### src/rtl/half_adder.sv
// -----------------------------------------------------------------------------
// half_adder
//
// WIDTH independent 1-bit half adders with one registered output stage.
// Bit i produces sum[i] = a[i] ^ b[i] and carry[i] = a[i] & b[i]. No carry
// moves between bit positions, so this is not a WIDTH-bit ripple adder.
// Because of that, {carry, 1'b0} + sum always equals a + b.
//
// Operands are captured on a rising edge when in_valid is high. The results
// appear after that edge, and out_valid is high for exactly one cycle. When
// in_valid is low, all result registers keep their values, so unknown
// operands at that time cannot reach the outputs. There is no backpressure:
// every valid pair is accepted and replaces the previous result.
//
// Ports
//   clk        rising-edge clock for all registers
//   rst        asynchronous active-high reset; clears every output
//   in_valid   qualifies a/b for capture on the current edge
//   a, b       operands, WIDTH bits; a[i] pairs with b[i]
//   sum        registered per-bit sum
//   carry      registered per-bit carry
//   out_valid  one-cycle pulse per captured operand pair
//   carry_cnt  registered population count of carry (0..WIDTH)
//   carry_any  registered OR-reduction of carry
// -----------------------------------------------------------------------------
module half_adder #(
  parameter int unsigned WIDTH = 4  // legal range 1..32
) (
  input  logic                         clk,
  input  logic                         rst,
  input  logic                         in_valid,
  input  logic [WIDTH-1:0]             a,
  input  logic [WIDTH-1:0]             b,
  output logic [WIDTH-1:0]             sum,
  output logic [WIDTH-1:0]             carry,
  output logic                         out_valid,
  output logic [$clog2(WIDTH+1)-1:0]   carry_cnt,
  output logic                         carry_any
);

  localparam int unsigned CntW = $clog2(WIDTH + 1);

  logic [WIDTH-1:0] sum_d,   sum_q;
  logic [WIDTH-1:0] carry_d, carry_q;
  logic [CntW-1:0]  cnt_d,   cnt_q;
  logic             any_d,   any_q;
  logic             valid_q;

  // Next-state logic. The count and the OR are derived from the new carry
  // vector in the same cycle, so they always agree with the registered carry.
  always_comb begin
    sum_d   = sum_q;
    carry_d = carry_q;
    cnt_d   = cnt_q;
    any_d   = any_q;
    if (in_valid) begin
      sum_d   = a ^ b;
      carry_d = a & b;
      cnt_d   = '0;
      for (int unsigned i = 0; i < WIDTH; i++) begin
        cnt_d = cnt_d + CntW'(carry_d[i]);
      end
      any_d = |carry_d;
    end
  end

  // Reset also wipes a result that was captured on the edge just before it.
  always_ff @(posedge clk or posedge rst) begin
    if (rst) begin
      sum_q   <= '0;
      carry_q <= '0;
      cnt_q   <= '0;
      any_q   <= 1'b0;
      valid_q <= 1'b0;
    end else begin
      sum_q   <= sum_d;
      carry_q <= carry_d;
      cnt_q   <= cnt_d;
      any_q   <= any_d;
      valid_q <= in_valid;
    end
  end

  assign sum       = sum_q;
  assign carry     = carry_q;
  assign carry_cnt = cnt_q;
  assign carry_any = any_q;
  assign out_valid = valid_q;

endmodule

### config.mk
export PLATFORM = sky130hd
export DESIGN_NAME = half_adder
export DESIGN_NICKNAME = d
export VERILOG_FILES = /design/src/rtl/half_adder.sv
export SDC_FILE = /design/constraint.sdc
export NUM_CORES = 1
export LEC_CHECK = 0
export ABC_CLOCK_PERIOD_IN_PS = 800
export CAP_MARGIN = 20
export CORE_MARGIN = 4
export CORE_UTILIZATION = 37
export CTS_CLUSTER_DIAMETER = 60
export DETAILED_ROUTE_END_ITERATION = 16
export PLACE_DENSITY = 0.76
export SYNTH_ARGS = -nofsm -noshare
export SYNTH_HDL_FRONTEND = slang
export SYNTH_SLANG_ARGS = --single-unit
### constraint.sdc
create_clock -name clk -period 0.8 [get_ports clk]
set_input_delay 0.2 -clock clk [delete_from_list [all_inputs] [get_ports clk]]
set_output_delay 0.2 -clock clk [all_outputs]
set_load 0.005 [all_outputs]
# Yosys cells after proc, flatten, opt, wreduce, memory -nomap -nowiden
# Index checks and enable logic that the tools add are counted.
# word_totals
regBits	13
input_bits	11
out_inout_bits	13
word_cells	11
# op_classes
add_sub_neg	3
bitwise	2
n_reduce_logical	1
# op_table
op	count
$and A4 B4 Y4	1
$reduce_or A4 Y1	1
$xor A4 B4 Y4	1
$add A2 B1 Y3	1
$add A3 B1 Y3	1
$add A1 B1 Y2	1

# Logic depth before layout (Yosys ltp)
# depth
depth_word	4
depth_mapped	5

# Worst setup path before layout
# No wires, ideal clock.
# synth_timing
kind	input port to flip-flop
from	input port a[1]
to	register cnt_q[1], in the netlist carry_cnt[1]
arrival_time_ns	1.596
slack_ns	-0.921
path_stages	5
n_path_buf	0
cell_sequence	ha_1 > fa_1 > ha_1 > ha_1 > mux2_4
# synth_between
elab_chain_cells	4
# synth_lines
item	line	text
start, declared	32	input logic [WIDTH-1:0] a,
$and A4 B4 Y4	58	carry_d = a & b;
$add A1 B1 Y2	61	cnt_d = cnt_d + CntW'(carry_d[i]);
$add A2 B1 Y3	61	
$add A3 B1 Y3	61	
end signal, assigned	78	cnt_q <= cnt_d;
end, declared	45	logic [CntW-1:0] cnt_d, cnt_q;
# Every way passes these cells.
# A chain may end at the register's enable or synchronous reset.

# Final worst setup path
# layout_timing
from	input port a[3]
to	register cnt_q[1], in the netlist carry_cnt[1]
# layout_between
elab_chain_cells	2
# layout_lines
item	line
$and A4 B4 Y4	58
$add A3 B1 Y3	61
# Every way passes these cells.

==> impl_metrics.json <==
{
  "synthCells": 39,
  "synth.avg_cell_area_um2": 16.0,
  "synth.distinct_cells": 10,
  "critPathArrivalTime_ps": 1620,
  "clk_pin_slew_ps": 80,
  "rr_startpoint": "carry[2]$_DFFE_PP0P_",
  "nets": 95,
  "die_x_um": 49.1,
  "final-max-slew-violation-count": 0,
  "ys_seq_elements": 13,
  "fin_crit_ps": 1460,
  "yosys_warnings": 0,
  "drt_pass1_iterations": 2,
  "final_common_cell": "buf_2",
  "vias": 440,
  "grt_max_degree": 14,
  "r2r_slack_ps": -80,
  "yosysSeqAreaShare": 0.520,
  "cp_max_fo": 3,
  "track_usage": 0.121,
  "clock_path_buffers": 2,
  "areaGrowthSynthToFinish_pct": 70.6,
  "violations": "setup timing",
  "power_density_nw_per_um2": 1540,
  "final_antenna_net_count": 0,
  "grt_pass1_wl_mm": 2.13,
  "clock_sinks": 13,
  "cts-htree-levels": 1,
  "drt-initial-drc-count": 4,
  "nFillCells": 109,
  "wirelength_mm": 1.37,
  "cts_buffers": 3,
  "ctsHoldBuffers": 0,
  "drive_gt1_frac": 0.733,
  "start_util": 0.401,
  "chipHeight_um": 49.1,
  "die_area_um2": 2410,
  "worst_hold_path_type": "in -> async",
  "r2r_cells": 2,
  "rows": 14,
  "fmax_mhz": 686,
  "tritoncts": "yes",
  "leakagePower_uw": 0.000528,
  "peakVddDrop_v": 0.00159,
  "worstSetupPathType": "in -> reg",
  "regArea_um2": 325,
  "portBuffers": 23,
  "rsz0062_at_grt": "yes",
  "layout_common_cells": "buf_2, dfrtp_1, mux2_4, buf_6, ha_4",
  "grt_pass1_vias": 461,
  "core_um2": 1560,
  "fin_tns_setup_ps": -4260,
  "netlist_area_um2": 626,
  "drc": 0,
  "utilization": 0.685,
  "worst_setup_path_start_kind": "input pin",
  "cp-end-kind": "flop",
  "setup_slack_ps": -659,
  "cp.required_ps": 960,
  "cap_violations": 0,
  "reg2reg_to": "carry[2]$_DFFE_PP0P_",
  "hold_viol_final": 0,
  "post-route-period-util": 1.82,
  "multi_input_area_um2": 380,
  "gp_congestion": 0.647,
  "setup_violations": 18,
  "wl_per_cell_um": 15.1,
  "antenna_found_initial": 0,
  "grt_overflow_total": 0,
  "clock_tree.root_cell": "clkbuf_4",
  "timing.slew.headroom": 0.888,
  "vias_per_cell": 4.84,
  "skew_ps": 0,
  "worstMarginPinSlew_ps": 168,
  "ios": 24,
  "status": "finished with violations",
  "insertion_delay_ps": 270,
  "synth_nets": 58,
  "antenna_cells": 0
}
==> repair_timing <==
| action | 4_1_cts | 5_1_grt |
|---|---|---|
| pin swaps | 7 | 5 |
| gates resized for setup | 93 | 9 |
| hold endpoints to repair | 0 | 0 |
| gates cloned | 1 | 0 |
| setup endpoints to repair | 25 | 18 |
| buffers inserted | 1 | 1 |
==> per-stage QoR <==
stage / cells / worst slack, ps / hold WS, ps / instance area [µm²] / total power, µW
after floorplan: 39 / -797 / 77.0 / 704 / 996
after global placement: 84 / -1290 / 492 / 1020 / 1290
after detailed placement: 84 / -1340 / 500 / 1020 / 1300
after CTS: 90 / -674 / 225 / 1020 / 1650
after global routing: 91 / -654 / 225 / 1070 / 1750
final: 91 / -659 / 224 / 1070 / 1650
==> worst max-delay path by stage <==
stage	end	start
6_report	carry_cnt[1]$_DFFE_PP0P_	a[3]
5_1_grt	carry_cnt[1]$_DFFE_PP0P_	a[3]
4_1_cts	carry_cnt[1]$_DFFE_PP0P_	b[1]
3_3_place_gp	carry_cnt[1]$_DFFE_PP0P_	a[0]
2_1_floorplan	carry_cnt[1]$_DFFE_PP0P_	a[0]
3_5_place_dp	carry_cnt[1]$_DFFE_PP0P_	a[0]
==> worst max-delay path, cell delays in order <==
cell and delay, ps:
buf_6 100, ha_4 160, fa_1 580, ha_4 150
ha_4 180, mux2_4 240
==> report_power, final <==
group	internal, µW	switching (µW)	total [µW]	leakage [µW]
Sequential	734	42.6	777	0.000159
Clock	193	192	385	0.0000150
Combinational	319	165	484	0.000354
==> metal layers <==
metal / global-route usage / wire [µm] / up-vias
met5: 0 / 0 / -
li1: - / - / 207
met3: 0.0520 / 94 / 4
met4: 0.0427 / 42 / 0
met2: 0.217 / 727 / 17
met1: 0.125 / 506 / 212
==> cells in the mapped netlist <==
library cell   n  area, µm²
inv_1          3       11.3
mux2_2         3       33.8
dfrtp_1       13        325
fa_1           1       20.0
mux2_4         8        120
buf_6          1       11.3
nor2_1         1       3.75
nor3b_1        1       7.51
ha_1           7       87.6
a21oi_1        1       5.00
==> registers in the layout, summed over array words and instances, names as in the netlist <==
signal and count:
carry 4, carry_any 1, carry_cnt 3, out_valid 1, sum 4
==> kinds of logic (layout without fill, tap and decap cells) <==
| family | Yosys count | count (layout) | share of synthesized area |
|---|---|---|---|
| flops | 13 | 13 | 0.520 |
| mux | 11 | 11 | 0.246 |
| fa+ha+maj | 8 | 8 | 0.172 |
| buf+inv | 4 | 40 | 0.0360 |
| simple gates | 2 | 2 | 0.0180 |
| compound gates | 1 | 1 | 0.00799 |
==> cell type report <==
| class | instances | area share |
|---|---|---|
| clock buffer | 4 | 0.0246 |
| inverter | 3 | 0.0152 |
| multi-input combinational | 22 | 0.356 |
| sequential | 13 | 0.305 |
| tap | 16 | 0.0188 |
| timing repair buffer | 33 | 0.280 |
Power figures use the tool's default switching activity.
